## src/rtl/ex_mdu_pkg.sv

```systemverilog
// Shared definitions for the ex_mdu multiply/divide unit: op codes, FSM states
// and operand-signedness helpers.
package ex_mdu_pkg;

    localparam int MDU_XLEN = 32;

    localparam logic [2:0] OP_MUL    = 3'd0;
    localparam logic [2:0] OP_MULH   = 3'd1;
    localparam logic [2:0] OP_MULHSU = 3'd2;
    localparam logic [2:0] OP_MULHU  = 3'd3;
    localparam logic [2:0] OP_DIV    = 3'd4;
    localparam logic [2:0] OP_DIVU   = 3'd5;
    localparam logic [2:0] OP_REM    = 3'd6;
    localparam logic [2:0] OP_REMU   = 3'd7;

    typedef enum logic [1:0] {
        S_IDLE = 2'd0,
        S_MUL  = 2'd1,
        S_DIV  = 2'd2,
        S_DONE = 2'd3
    } mdu_state_t;

    function automatic logic f_rs1_signed(input logic [2:0] op);
        return (op != OP_MULHU) && (op != OP_DIVU) && (op != OP_REMU);
    endfunction

    function automatic logic f_rs2_signed(input logic [2:0] op);
        return (op == OP_MUL) || (op == OP_MULH) || (op == OP_DIV) || (op == OP_REM);
    endfunction

endpackage

```

## src/rtl/ex_mdu_div_step.sv

```systemverilog
// One restoring-division iteration on unsigned magnitudes: shift the next
// dividend bit into the partial remainder and subtract the divisor if it fits.
module ex_mdu_div_step
    import ex_mdu_pkg::*;
#(
    parameter int XLEN = MDU_XLEN
) (
    input  logic [XLEN-1:0] i_rem,
    input  logic [XLEN-1:0] i_quo,
    input  logic [XLEN-1:0] i_div,
    output logic [XLEN-1:0] o_rem,
    output logic [XLEN-1:0] o_quo
);

    logic [XLEN:0] w_shifted;
    logic [XLEN:0] w_diff;

    // Trial subtraction; a set MSB of the difference means the divisor did not fit
    always_comb begin
        w_shifted = {i_rem, i_quo[XLEN-1]};
        w_diff    = w_shifted - {1'b0, i_div};
        if (w_diff[XLEN]) begin
            o_rem = w_shifted[XLEN-1:0];
            o_quo = {i_quo[XLEN-2:0], 1'b0};
        end else begin
            o_rem = w_diff[XLEN-1:0];
            o_quo = {i_quo[XLEN-2:0], 1'b1};
        end
    end

endmodule

```

## src/rtl/ex_mdu.sv

```systemverilog
// Iterative RV M-extension multiply/divide unit for the EX stage.
// Optional MDU_EARLY_OUT_EN: trivial operands (zero multiply, divide by zero, signed overflow) finish in one cycle.
module ex_mdu
    import ex_mdu_pkg::*;
#(
    parameter int XLEN     = MDU_XLEN,
    parameter int MUL_STEP = 1,
    parameter int REG_AW   = 5
) (
    input  logic              clk,
    input  logic              rst,
    input  logic              start_i,
    input  logic [2:0]        op_i,
    input  logic [XLEN-1:0]   r1_data_i,
    input  logic [XLEN-1:0]   r2_data_i,
    input  logic [REG_AW-1:0] w_addr_i,
    input  logic              flush_i,
    output logic              stall_req_o,
    output logic              busy_o,
    output logic              done_o,
    output logic              w_enable_o,
    output logic [REG_AW-1:0] w_addr_o,
    output logic [XLEN-1:0]   w_data_o
);

    localparam int CNT_W = $clog2(XLEN + 1);
    localparam int SUM_W = XLEN + MUL_STEP;
    localparam logic [CNT_W-1:0] MUL_LAST = CNT_W'(XLEN / MUL_STEP - 1);
    localparam logic [CNT_W-1:0] DIV_LAST = CNT_W'(XLEN - 1);
    localparam logic [XLEN-1:0]  ZERO     = {XLEN{1'b0}};
    localparam logic [XLEN-1:0]  ONES     = {XLEN{1'b1}};
    localparam logic [XLEN-1:0]  INT_MIN  = {1'b1, {(XLEN-1){1'b0}}};

    mdu_state_t        r_state;
    mdu_state_t        w_next_state;
    logic [2:0]        r_op;
    logic [REG_AW-1:0] r_addr;
    logic [CNT_W-1:0]  r_cnt;
    logic [XLEN-1:0]   r_hi;
    logic [XLEN-1:0]   r_lo;
    logic [XLEN-1:0]   r_b;
    logic [XLEN-1:0]   r_dividend;
    logic [XLEN-1:0]   r_result;
    logic              r_neg_q;
    logic              r_neg_r;
    logic              r_dz;
    logic              r_ovf;

    logic              w_accept;
    logic              w_last;
    logic              w_neg_a;
    logic              w_neg_b;
    logic              w_dz;
    logic              w_ovf;
    logic              w_early;
    logic [XLEN-1:0]   w_mag_a;
    logic [XLEN-1:0]   w_mag_b;
    logic [SUM_W-1:0]  w_mul_sum;
    logic [XLEN-1:0]   w_mul_hi;
    logic [XLEN-1:0]   w_mul_lo;
    logic [XLEN-1:0]   w_div_rem;
    logic [XLEN-1:0]   w_div_quo;

    // Signs the magnitudes and applies the divide special cases
    function automatic logic [XLEN-1:0] f_result(
        input logic [2:0]      op,
        input logic [XLEN-1:0] hi,
        input logic [XLEN-1:0] lo,
        input logic            neg_q,
        input logic            neg_r,
        input logic            dz,
        input logic            ovf,
        input logic [XLEN-1:0] dividend
    );
        logic [2*XLEN-1:0] prod;
        logic [XLEN-1:0]   quo;
        logic [XLEN-1:0]   rem;
        logic [XLEN-1:0]   res;
        prod = neg_q ? -{hi, lo} : {hi, lo};
        quo  = dz ? ONES : (ovf ? dividend : (neg_q ? -lo : lo));
        rem  = dz ? dividend : (ovf ? ZERO : (neg_r ? -hi : hi));
        case (op)
            OP_MUL:                        res = prod[XLEN-1:0];
            OP_MULH, OP_MULHSU, OP_MULHU:  res = prod[2*XLEN-1:XLEN];
            OP_DIV, OP_DIVU:               res = quo;
            OP_REM, OP_REMU:               res = rem;
            default:                       res = ZERO;
        endcase
        return res;
    endfunction

    // Operand decode: signs, magnitudes and special-case detection
    always_comb begin
        w_neg_a = f_rs1_signed(op_i) & r1_data_i[XLEN-1];
        w_neg_b = f_rs2_signed(op_i) & r2_data_i[XLEN-1];
        w_mag_a = w_neg_a ? -r1_data_i : r1_data_i;
        w_mag_b = w_neg_b ? -r2_data_i : r2_data_i;
        w_dz    = (r2_data_i == ZERO);
        w_ovf   = op_i[2] & f_rs1_signed(op_i) & (r1_data_i == INT_MIN) & (r2_data_i == ONES);
`ifdef MDU_EARLY_OUT_EN
        w_early = op_i[2] ? (w_dz | w_ovf) : ((r1_data_i == ZERO) | (r2_data_i == ZERO));
`else
        w_early = 1'b0;
`endif
        w_accept = start_i & ((r_state == S_IDLE) | (r_state == S_DONE)) & ~flush_i;
        w_last   = (r_state == S_MUL) ? (r_cnt == MUL_LAST) : (r_cnt == DIV_LAST);
    end

    // Shift-add multiply: add MUL_STEP multiplier bits worth of multiplicand, then shift right
    always_comb begin
        w_mul_sum = {{MUL_STEP{1'b0}}, r_hi};
        for (int k = 0; k < MUL_STEP; k++) begin
            w_mul_sum = w_mul_sum + (r_lo[k] ? (SUM_W'(r_b) << k) : {SUM_W{1'b0}});
        end
        w_mul_hi = w_mul_sum[SUM_W-1:MUL_STEP];
        w_mul_lo = {w_mul_sum[MUL_STEP-1:0], r_lo[XLEN-1:MUL_STEP]};
    end

    ex_mdu_div_step #(
        .XLEN (XLEN)
    ) u_div_step (
        .i_rem (r_hi),
        .i_quo (r_lo),
        .i_div (r_b),
        .o_rem (w_div_rem),
        .o_quo (w_div_quo)
    );

    // FSM state register
    always_ff @(posedge clk) begin
        if (rst) begin
            r_state <= S_IDLE;
        end else begin
            r_state <= w_next_state;
        end
    end

    // FSM next-state logic; flush wins over start
    always_comb begin
        w_next_state = r_state;
        if (flush_i) begin
            w_next_state = S_IDLE;
        end else begin
            case (r_state)
                S_IDLE, S_DONE: begin
                    if (!start_i) begin
                        w_next_state = S_IDLE;
                    end else if (w_early) begin
                        w_next_state = S_DONE;
                    end else if (op_i[2]) begin
                        w_next_state = S_DIV;
                    end else begin
                        w_next_state = S_MUL;
                    end
                end
                S_MUL, S_DIV: begin
                    if (w_last) begin
                        w_next_state = S_DONE;
                    end else begin
                        w_next_state = r_state;
                    end
                end
                default: w_next_state = S_IDLE;
            endcase
        end
    end

    // Datapath: {r_hi, r_lo} is the product accumulator for MUL and {remainder, quotient} for DIV
    always_ff @(posedge clk) begin
        if (rst) begin
            r_op       <= 3'd0;
            r_addr     <= {REG_AW{1'b0}};
            r_cnt      <= {CNT_W{1'b0}};
            r_hi       <= ZERO;
            r_lo       <= ZERO;
            r_b        <= ZERO;
            r_dividend <= ZERO;
            r_result   <= ZERO;
            r_neg_q    <= 1'b0;
            r_neg_r    <= 1'b0;
            r_dz       <= 1'b0;
            r_ovf      <= 1'b0;
        end else if (w_accept) begin
            r_op       <= op_i;
            r_addr     <= w_addr_i;
            r_cnt      <= {CNT_W{1'b0}};
            r_hi       <= ZERO;
            r_lo       <= op_i[2] ? w_mag_a : w_mag_b;
            r_b        <= op_i[2] ? w_mag_b : w_mag_a;
            r_dividend <= r1_data_i;
            r_neg_q    <= w_neg_a ^ w_neg_b;
            r_neg_r    <= w_neg_a;
            r_dz       <= w_dz;
            r_ovf      <= w_ovf;
            if (w_early) begin
                r_result <= f_result(op_i, ZERO, ZERO, w_neg_a ^ w_neg_b, w_neg_a,
                                     w_dz, w_ovf, r1_data_i);
            end
        end else if (r_state == S_MUL) begin
            r_hi  <= w_mul_hi;
            r_lo  <= w_mul_lo;
            r_cnt <= r_cnt + CNT_W'(1);
            if (w_last) begin
                r_result <= f_result(r_op, w_mul_hi, w_mul_lo, r_neg_q, r_neg_r,
                                     r_dz, r_ovf, r_dividend);
            end
        end else if (r_state == S_DIV) begin
            r_hi  <= w_div_rem;
            r_lo  <= w_div_quo;
            r_cnt <= r_cnt + CNT_W'(1);
            if (w_last) begin
                r_result <= f_result(r_op, w_div_rem, w_div_quo, r_neg_q, r_neg_r,
                                     r_dz, r_ovf, r_dividend);
            end
        end
    end

    assign busy_o      = (r_state == S_MUL) | (r_state == S_DIV);
    assign done_o      = (r_state == S_DONE);
    assign w_enable_o  = done_o & (r_addr != {REG_AW{1'b0}});
    assign w_addr_o    = done_o ? r_addr : {REG_AW{1'b0}};
    assign w_data_o    = w_enable_o ? r_result : ZERO;
    assign stall_req_o = (start_i & ((r_state == S_IDLE) | (r_state == S_DONE))) | busy_o;

endmodule

```

## config.mk

```make
export PLATFORM = sky130hd
export DESIGN_NAME = ex_mdu
export DESIGN_NICKNAME = d
export VERILOG_FILES = /design/src/rtl/ex_mdu_pkg.sv /design/src/rtl/ex_mdu_div_step.sv /design/src/rtl/ex_mdu.sv
export SDC_FILE = /design/constraint.sdc
export NUM_CORES = 1
export LEC_CHECK = 0
export CAP_MARGIN = 20
export CORE_UTILIZATION = 45
export CTS_BUF_LIST = sky130_fd_sc_hd__clkbuf_8 sky130_fd_sc_hd__clkbuf_16
export CTS_CLUSTER_SIZE = 10
export DETAILED_ROUTE_END_ITERATION = 6
export SKIP_LAST_GASP = 1
export SYNTH_ARGS = -nofsm -noshare
export SYNTH_HDL_FRONTEND = slang
export SYNTH_HIERARCHICAL = 1
export SYNTH_SLANG_ARGS = --single-unit
```

## constraint.sdc

```tcl
create_clock -name clk -period 7.4 [get_ports clk]
set_input_delay 1.85 -clock clk [delete_from_list [all_inputs] [get_ports clk]]
set_output_delay 1.85 -clock clk [all_outputs]
set_load 0.005 [all_outputs]
```

# Yosys cells after proc, flatten, opt, wreduce, memory -nomap -nowiden

Index checks and enable logic that the tools add are counted.

Output and inout bits: 41
Input port bits: 76
Flip-flop bits (word level): 180
Word-level logic and storage cells: 120

Bitwise gates (word level): 14
Mux-type cells: 40
Eq/ne operators: 22
Add/subtract/negate cells: 11
Reductions and logical operators: 20

Operators by type and width:

| cell                                                                  | count |
|---|---|
| 32-bit two-way mux                                                    | 28 |
| 32-bit case mux with 4 select lines                                   | 2 |
| 32-bit negator                                                        | 6 |
| 64-bit two-way mux                                                    | 2 |
| 64-bit negator                                                        | 2 |
| 32-bit equality test, second input constant                           | 2 |
| 32-bit by 32-bit adder with 33-bit output                             | 1 |
| 33-bit by 32-bit subtractor with 33-bit output                        | 1 |
| 32-bit zero test                                                      | 1 |
| 3-bit equality test, second input constant                            | 6 |
| 6-bit two-way mux                                                     | 2 |
| 2-bit OR reduction                                                    | 6 |
| 1-bit bitwise AND                                                     | 8 |
| 6-bit by 1-bit adder with 6-bit output, second input constant         | 1 |
| 3-bit by 1-bit equality test with 1-bit output, second input constant | 2 |
| 3-bit by 2-bit equality test with 1-bit output, second input constant | 2 |
| 6-bit by 5-bit equality test with 1-bit output, second input constant | 1 |
| 3-bit zero test                                                       | 2 |
| 2-bit two-way mux                                                     | 3 |
| 2-bit inequality test, second input constant                          | 3 |
| 3-bit inequality test, second input constant                          | 2 |
| 5-bit two-way mux                                                     | 1 |
| 5-bit nonzero test                                                    | 1 |
| 2-bit equality test, second input constant                            | 2 |
| other kinds (14)                                                      | 20 |

# Longest topological paths before layout

Gate-level depths: netlist (run 1).

Word-level depth: 10
Mapped depth: 27
Mapped depth without buffers: 25

# By module

Netlist (run 1), hierarchy kept.

By module, submodules not included:

| module          | area an instance (µm²) | cells each | seq. area each (µm²) | times used |
|---|---|---|---|---|
| ex_mdu          | 18,820.6               | 2,736      | 3,603.5              | 1 |
| ex_mdu_div_step | 2,591.2                | 336        | 0.0                  | 1 |

# Worst setup path after synthesis (run 1)

Ideal clock, no wire load.

Path type: reg2reg
Start point: register r_lo[31]
End point: register r_result[31]
Path buffers: 3
Data required time: 7.278 ns
Setup slack: 1.278 ns
Cell stages (with the launch flop): 27
Clock period less this slack: 6.122 ns
Library setup time: 0.122 ns
Arrival: 6.000 ns
Cell sequence: dfxtp_1 -> inv_1 -> ha_1 -> fa_1 -> and2b_1 -> o2111ai_2 -> a21oi_2 -> o2111ai_1 -> a211oi_2 -> nor2_4 -> mux2i_4 -> and2_4 -> buf_12 -> inv_8 -> buf_12 -> mux2_4 -> clkbuf_1 -> nor4_1 -> nand4_1 -> or4_1 -> or3_1 -> or2_1 -> nor4_1 -> o311ai_1 -> a22oi_1 -> o22ai_1 -> a311o_1

Cells in the longest elaborated chain, start to end: 10
Elaborated cells on any way between the ends: 25
Those cells by class: add/sub (6); mux (19)

Ends and longest elaborated chain:

| item                                             | line                  | source |
|---|---|---|
| from (decl)                                      | ex_mdu.sv:40          | `logic [XLEN-1:0] r_lo;` |
| from (signal assigned)                           | ex_mdu.sv:188         | `r_lo <= op_i[2] ? w_mag_a : w_mag_b;` |
| from (signal assigned)                           | ex_mdu.sv:201         | `r_lo <= w_mul_lo;` |
| from (signal assigned)                           | ex_mdu.sv:209         | `r_lo <= w_div_quo;` |
| 33-bit by 32-bit subtractor with 33-bit output * | ex_mdu_div_step.sv:21 | `w_diff = w_shifted - {1'b0, i_div};` |
| 32-bit two-way mux *                             | ex_mdu_div_step.sv:22 | `if (w_diff[XLEN]) begin` |
| net w_div_rem[8]                                 | ex_mdu.sv:61          | `logic [XLEN-1:0] w_div_rem;` |
| 32-bit negator                                   | ex_mdu.sv:81          | `rem = dz ? dividend : (ovf ? ZERO : (neg_r ? -hi : hi));` |
| 32-bit two-way mux (3 in series)                 | ex_mdu.sv:81          |  |
| 32-bit case mux with 4 select lines *            | ex_mdu.sv:82          | `case (op)` |
| 32-bit two-way mux *                             | ex_mdu.sv:211         | `if (w_last) begin` |
| 32-bit two-way mux *                             | ex_mdu.sv:207         | `end else if (r_state == S_DIV) begin` |
| 32-bit two-way mux *                             | ex_mdu.sv:199         | `end else if (r_state == S_MUL) begin` |
| to (signal assigned)                             | ex_mdu.sv:196         | `r_result <= f_result(op_i, ZERO, ZERO, w_neg_a ^ w_neg_b, w_neg_a,` |
| to (signal assigned)                             | ex_mdu.sv:204         | `r_result <= f_result(r_op, w_mul_hi, w_mul_lo, r_neg_q, r_neg_r,` |
| to (signal assigned)                             | ex_mdu.sv:212         | `r_result <= f_result(r_op, w_div_rem, w_div_quo, r_neg_q, r_neg_r,` |
| to (decl)                                        | ex_mdu.sv:43          | `logic [XLEN-1:0] r_result;` |

Mark *: on every way through the listed nets, which the timed path passes. The rest lies on a longest branch. The select of a mux whose other input is x is not followed.
A chain may end at the register's enable or synchronous reset.

# Final worst setup path (run 1)

Start point: register r_lo[31]
End point: register r_result[31]

Cells in the longest elaborated chain, start to end: 10
Elaborated cells on any way between the ends: 25
Those cells by class: add/sub (6); mux (19)

Ends and longest elaborated chain:

| item                                             | line                  | source |
|---|---|---|
| 33-bit by 32-bit subtractor with 33-bit output * | ex_mdu_div_step.sv:21 |  |
| 1-bit two-way mux *                              | ex_mdu_div_step.sv:22 |  |
| net w_div_quo[0]                                 | ex_mdu.sv:62          | `logic [XLEN-1:0] w_div_quo;` |
| 32-bit negator                                   | ex_mdu.sv:80          | `quo = dz ? ONES : (ovf ? dividend : (neg_q ? -lo : lo));` |
| 32-bit two-way mux (3 in series)                 | ex_mdu.sv:80          |  |
| 32-bit case mux with 4 select lines *            | ex_mdu.sv:82          |  |
| 32-bit two-way mux *                             | ex_mdu.sv:211         |  |
| 32-bit two-way mux *                             | ex_mdu.sv:207         |  |
| 32-bit two-way mux *                             | ex_mdu.sv:199         |  |

Marked as above.

==> out/metrics.yaml, run 1 <==
outcome:
  outcome: "finished with violations"
  violations: "DRC"
placed_design:
  port_buffers: 116
  place_ws_ns: 0.724
  place.gp.congestion: 1.08
  dp_hpwl_um: 80400
  dp_cells: 3618
cts:
  cts_tree: "yes"
  clkTransAtPathRegs_ns: 0.09
  htree_levels: 4
  cts_buffers: 17
  postCtsSetupBuffers: 0
  cts-resized-gates: 0
  worstSkewPairLatency_ns: 0.52
  cts_hold_buf: 0
  cts_sinks: 180
  clockBufferDepth: 2
  clockRootBuffer: "clkbuf_16"
sta:
  finalWorstSetupSlack_ns: 0.593
  relSlewSlack_pct: 20.0
  drv_slew: 0
  worst_pin_slew_ns: 1.19
  rsz0062_at_grt: "no"
  hold_viol: 0
  setup_tns_ns: 0
  fin_skew_ns: 0.0237
  setup_violations: 0
  post-route-period-util_pct: 92.0
  period_needed_ns: 6.81
  max_freq_ghz: 0.147
power:
  p_leak_nw: 8.38
  p_sw_share_pct: 48.0
  combinationalPowerShare_pct: 49.4
  power_w: 0.00421
  power.density_nw_per_um2: 180
  pwr-share-seq_pct: 26.2
  vdd_drop_max_v: 0.000216
  pwr-share-clk_pct: 24.4
  p_switching_w: 0.00202
  p_int_w: 0.00219
yosys:
  synth_cells: 3072
  synthXorXnorAreaFrac_pct: 11.1
  synth_enable_flop_cells: 0
  synthesis.nets: 3225
  netlist_area_um2: 21400
  yosys_register_bits: 180
  ys_seq_area_share_pct: 16.8
  synth-simple-area-share_pct: 24.8
  synth_mux_area_share_pct: 4.96
  synth_top_flop_cell: "dfxtp_1"
  yosysUniqueCellTypes: 112
  synth_compound_area_share_pct: 30.7
  avgSynthCellArea_um2: 6.97
  synth_warnings: 6
  async_flop_share_pct: 0
  synth_top_family_by_area: "compound AO/OA/AOI/OAI gates"
  synth-adder-area-share_pct: 4.57
route:
  finalWirelength_um: 106000
  drt-wirelength-per-cell_um: 28.9
  ant_nets: 0
  via_per_inst: 6.79
  vias: 24800
  dr.pass1.iters: 7
  drc: 18
  drtIter0Drc: 3136
global_route:
  antenna_found_initial: 7
  grt_overflow_total: 0
  grt_pass1_wl_um: 151000
  grt_pass1_vias: 22300
  grt_max_degree: 92
  grt_usage_pct: 43.0
critical_path:
  arrival_ns: 7.21
  crit_path_end_kind: "flop"
  worstPathRequired_ns: 7.80
  worst-setup-path-type: "reg2reg"
  cp-start-kind: "flop"
  crit_fanout: 29
  r2r_slack_ns: 0.59
flow_run:
  drv_cap: 0
finish:
  nNetsFinal: 3185
  final_cells: 3654
  drive_gt1_share_pct: 7.45
  area_delta_synth_final_pct: 9.24
  final_common_cell: "nand2_1"
  mostFrequentLayoutCells: "406 x nand2_1, 309 x a21oi_1, 273 x nor2_1"
  fill_cells: 4810
floorplan:
  fp.dieArea_um2: 48500
  chipHeight_um: 220
  core_area_um2: 46800
  start_util_pct: 45.8
  die_x_um: 220
  io_pins: 117
  fp-row-count: 79
worst_hold_path:
  min_path_type: "reg2reg"
==> Yosys cell counts (all sizes together) (9+ instances only) <==
cell / number / area share [%]
nand2b: 18 / 0.56
mux2: 29 / 1.9
o41ai: 25 / 1.1
and2: 87 / 2.6
o21a: 13 / 0.46
or3: 29 / 0.85
a21oi: 322 / 7.9
nor4: 37 / 1.2
a211oi: 52 / 1.9
o221ai: 22 / 0.90
o211ai: 82 / 3.0
mux2i: 65 / 3.1
buf: 79 / 2.6
xnor2: 134 / 5.5
nand2: 406 / 7.1
o2111ai: 11 / 0.48
nor3: 71 / 1.7
dfxtp: 180 / 17
and3: 12 / 0.38
a22oi: 21 / 0.74
or2: 18 / 0.53
nand4: 34 / 0.99
nand3: 55 / 1.4
o22ai: 27 / 0.79
a2bb2oi: 9 / 0.37
a21o: 34 / 1.2
a31oi: 21 / 0.64
o31ai: 45 / 1.6
o21ai: 222 / 5.2
or4: 27 / 0.98
ha: 75 / 4.4
a221oi: 30 / 1.3
and4: 9 / 0.37
xor2: 137 / 5.6
clkbuf: 172 / 3.0
nor2: 277 / 4.9
inv: 65 / 1.2
==> power groups by stage <==
stage	Sequential, W	Clock, W	Combinational (W)
2_1_floorplan	0.00106	0	0.00138
3_3_place_gp	0.00112	0	0.00198
3_5_place_dp	0.00112	0	0.00198
4_1_cts	0.00109	0.00104	0.00199
5_1_grt	0.00110	0.00107	0.00217
6_report	0.00110	0.00103	0.00208
==> metal layers <==
layer  routed length [µm]  vias up  GRT usage, %
li1                     -    11100             -
met1                42600    11800          56.3
met2                43100     1642          61.5
met3                12700      337          12.7
met4                 7200        8          26.5
met5                   68        -             0
==> cell families (layout without fill, tap and decap cells) <==
family                   Yosys count  after routing
multiplexers                      94             94
AO/OA/AOI/OAI                   1011           1011
adder cells (fa/ha/maj)           77             77
buffers and inverters            323            296
other                              0              2
flip-flops                       180            180
AND/OR/NAND/NOR                 1116           1116
XOR/XNOR                         271            271
==> through the flow <==
| step | utilization (%) | instance area (µm²) | hold slack (ns) |
|---|---|---|---|
| 6_report | 50.0 | 23400 | 0.453 |
| 5_1_grt | 50.0 | 23400 | 0.470 |
| 4_1_cts | 49.9 | 23400 | 0.456 |
| 3_5_place_dp | 48.6 | 22700 | 0.444 |
| 3_3_place_gp | 48.6 | 22700 | 0.435 |
| 2_1_floorplan | - | 21400 | 0.427 |
==> area by class of cell <==
| cell class | count | area (µm²) | share of cell area (%) |
|---|---|---|---|
| well taps | 607 | 759 | 3.25 |
| clock inverters | 15 | 209 | 0.893 |
| multi-input cells | 2569 | 16400 | 69.9 |
| inverters | 70 | 270 | 1.16 |
| flip-flops and latches | 180 | 3610 | 15.4 |
| diodes | 2 | 5.00 | 0.0214 |
| repair buffers | 194 | 1760 | 7.52 |
| clock buffers | 17 | 425 | 1.82 |
==> state kept, by name, indices dropped and copies added (netlist names) <==
name / count
r_ovf: 1
r_neg_q: 1
r_neg_r: 1
r_lo: 32
r_state: 2
r_hi: 32
r_addr: 5
r_result: 32
r_dividend: 32
r_b: 32
r_op: 3
r_dz: 1
r_cnt: 6
==> worst max-delay path, stage by stage (launching register included) <==
cell       delay (ns)
dfxtp_1          0.46
inv_1            0.08
ha_1             0.23
fa_1             0.40
and2b_1          0.24
o2111ai_2        0.14
a21oi_2          0.27
o2111ai_1        0.23
a211oi_2         0.33
nor2_4           0.10
mux2i_4          0.38
and2_4           0.34
inv_8            0.14
mux2_4           0.38
nor4_1           0.38
nand4_1          0.22
or4_1            0.61
or3_1            0.38
or2_1            0.26
nor4_1           0.34
o311ai_1         0.13
a22oi_1          0.18
o22ai_1          0.10
a311o_1          0.35
==> final timing paths <==
check / from / to / cells after the start
max: r_lo[31] / r_result[31] / 23
min reg2reg: r_result[2] / r_result[2] / 2
min: r_result[2] / r_result[2] / 2
max reg2reg: r_lo[31] / r_result[31] / 23
(Power assumes the default switching activity.)
==> run 2, diff against run 1 <==
--- a/config.mk
+++ b/config.mk
@@ -8,7 +8,7 @@
 export CAP_MARGIN = 20
 export CORE_UTILIZATION = 45
 export CTS_BUF_LIST = sky130_fd_sc_hd__clkbuf_8 sky130_fd_sc_hd__clkbuf_16
-export CTS_CLUSTER_SIZE = 10
+export CTS_CLUSTER_SIZE = 24
 export DETAILED_ROUTE_END_ITERATION = 6
 export SKIP_LAST_GASP = 1
 export SYNTH_ARGS = -nofsm -noshare
==> constraint.sdc (replaced) <==
create_clock -name clk -period 8.73 [get_ports clk]
set_input_delay 2.1825 -clock clk [delete_from_list [all_inputs] [get_ports clk]]
set_output_delay 2.1825 -clock clk [all_outputs]
set_load 0.005 [all_outputs]
==> run 2 against run 1 <==
The flow still finishes with violations (DRC). Combinational power is 15% lower. Flip-flop and latch count stayed put. Via count is 1.2% lower. Clock skew is 0.0043 ns lower. Highest routed layer unchanged.
==> out/metrics.yaml, run 2 (same netlist as run 1, synthesis figures left out) <==
outcome:
  outcome: "finished with violations"  # unchanged
  violations: "DRC"  # unchanged
power:
  power.density_nw_per_um2: 151  # was 180 nW/µm²
  p_leak_nw: 8.33  # was 8.38 nW
  vdd_drop_max_v: 0.000205  # was 0.000216 V
  power_w: 0.00353  # was 0.00421 W
sta:
  rsz0062_at_grt: "no"  # unchanged
  hold_viol: 0  # unchanged
  max_freq_ghz: 0.142  # was 0.147 GHz
  period_needed_ns: 7.02  # was 6.81 ns
  worst_pin_slew_ns: 1.18  # was 1.19 ns
  post-route-period-util_pct: 80.4  # was 92.0%
  fin_skew_ns: 0.0194  # was 0.0237 ns
  relSlewSlack_pct: 20.2  # was 20.0%
  setup_violations: 0  # unchanged
  setup_tns_ns: 0  # unchanged
  drv_slew: 0  # unchanged
finish:
  mostFrequentLayoutCells: "406 x nand2_1, 309 x a21oi_1, 273 x nor2_1"  # unchanged
  final_cells: 3645  # was 3,654
  ff_latch_area_um2: 3610  # unchanged
  multi_input_area_um2: 16400  # about the same
  area_delta_synth_final_pct: 8.71  # was 9.24%
  final_common_cell: "nand2_1"  # unchanged
  nNetsFinal: 3178  # was 3,185
  n_antenna_cell: 0  # was 2
  finalInstanceArea_um2: 23300  # was 23,400 µm²
  drive_gt1_share_pct: 7.31  # was 7.45%
  fill_cells: 4817  # was 4,810
critical_path:
  worstRegToRegCells: 23  # unchanged
  cp-start-kind: "flop"  # unchanged
  worstReg2RegStart: "r_lo[31]"  # unchanged
  crit_path_end: "r_result[31]"  # unchanged
  crit_start: "r_lo[31]"  # unchanged
  arrival_ns: 7.44  # was 7.21 ns
  crit_path_end_kind: "flop"  # unchanged
  worstPathRequired_ns: 9.15  # was 7.80 ns
  r2r-end: "r_result[31]"  # unchanged
  worst-setup-path-type: "reg2reg"  # unchanged
  r2r_slack_ns: 1.71  # was 0.59 ns
  crit_fanout: 29  # unchanged
placed_design:
  placed_area_um2: 22700  # about the same
  port_buffers: 116  # unchanged
  dp_hpwl_um: 80400  # about the same
  dp_cells: 3612  # was 3,618
  place.gp.congestion: 1.09  # was 1.08
cts:
  htree_levels: 4  # unchanged
  cts-resized-gates: 0  # unchanged
  worstSkewPairLatency_ns: 0.53  # was 0.52 ns
  clkTransAtPathRegs_ns: 0.09  # about the same
  clockRootBuffer: "clkbuf_16"  # unchanged
  clockBufferDepth: 2  # unchanged
  cts_hold_buf: 0  # unchanged
  cts_tree: "yes"  # unchanged
  postCtsSetupBuffers: 0  # unchanged
  cts_sinks: 180  # unchanged
  cts_buffers: 17  # unchanged
global_route:
  grt_overflow_total: 0  # unchanged
  grt_pass1_vias: 22200  # was 22,300
  grt_usage_pct: 42.8  # was 43.0%
  grt_pass1_wl_um: 150000  # was 151,000 µm
  antenna_found_initial: 2  # was 7
  grt_max_degree: 87  # was 92
route:
  via_per_inst: 6.73  # was 6.79
  drc: 12  # was 18
  vias: 24500  # was 24,800
  drtIter0Drc: 3470  # was 3,136
  drt-wirelength-per-cell_um: 28.8  # was 28.9 µm
  finalWirelength_um: 105000  # was 106,000 µm
  dr.pass1.iters: 7  # unchanged
  ant_nets: 0  # unchanged
floorplan:
  start_util_pct: 45.8  # unchanged
  fp-row-count: 79  # unchanged
  io_pins: 117  # unchanged
  fp.dieArea_um2: 48500  # unchanged
  die_x_um: 220  # unchanged
  core_area_um2: 46800  # unchanged
  chipHeight_um: 220  # unchanged
flow_run:
  drv_cap: 0  # unchanged
worst_hold_path:
  min_path_type: "reg2reg"  # unchanged
[run 2: worst max-delay path, cell delays in order, from the launching register on]
cell	delay, ns
dfxtp_1	0.45
inv_1	0.08
ha_1	0.23
fa_1	0.40
and2b_1	0.26
o2111ai_2	0.14
a21oi_2	0.27
o2111ai_1	0.19
a211oi_2	0.32
nor2_4	0.10
mux2i_4	0.38
and2_4	0.33
inv_8	0.14
mux2_2	0.37
nor3_2	0.40
nand4_1	0.36
or4_1	0.72
or3_1	0.40
or2_1	0.28
nor4_1	0.33
o311ai_1	0.13
a22oi_1	0.18
o22ai_1	0.10
a311o_1	0.33
[run 2: final cells by class]
type / instances / share of cell area [%]
Clock buffer: 17 / 1.83
Clock inverter: 15 / 0.693
Inverter: 70 / 1.16
Multi-Input combinational cell: 2569 / 70.3
Sequential cell: 180 / 15.5
Tap cell: 607 / 3.26
Timing Repair Buffer: 187 / 7.25
[run 2: per-layer routing]
| metal | wire length (µm) | global-route usage (%) | part of all wire, % | vias up |
|---|---|---|---|---|
| li1 | - | - | - | 11100 |
| met1 | 42400 | 55.6 | 40 | 11600 |
| met2 | 43100 | 61.6 | 41 | 1541 |
| met3 | 12500 | 13.4 | 12 | 317 |
| met4 | 6800 | 25.2 | 6.5 | 4 |
| met5 | 25 | 0 | 0.024 | - |
[run 2: where the power goes]
part	leakage, nW	total (W)	internal (W)	switching [W]
registers	1.46	0.000932	0.000855	0.0000777
clock network	0.284	0.000822	0.000381	0.000441
logic	6.58	0.00177	0.000591	0.00118
total	8.33	0.00353	0.00183	0.00170
[run 2: worst min-delay path by stage]
stage | start | to | slack (ns) | depth (start not counted)
6_report | r_result[12] | r_result[12] | 0.45 | 2
5_1_grt | r_result[12] | r_result[12] | 0.47 | 2
4_1_cts | r_result[12] | r_result[12] | 0.45 | 2
2_1_floorplan | r_result[12] | r_result[12] | 0.43 | 2
3_5_place_dp | r_result[12] | r_result[12] | 0.44 | 2
3_3_place_gp | r_result[3] | r_result[3] | 0.44 | 2
[run 2: stage by stage]
step                      setup WS, ns  util, %  hold WS [ns]
after floorplan                   2.61        -         0.427
after global placement            1.94     48.5         0.438
after detailed placement          1.85     48.5         0.440
after CTS                         1.83     49.8         0.452
after global routing              1.30     49.8         0.472
final                             1.71     49.8         0.448
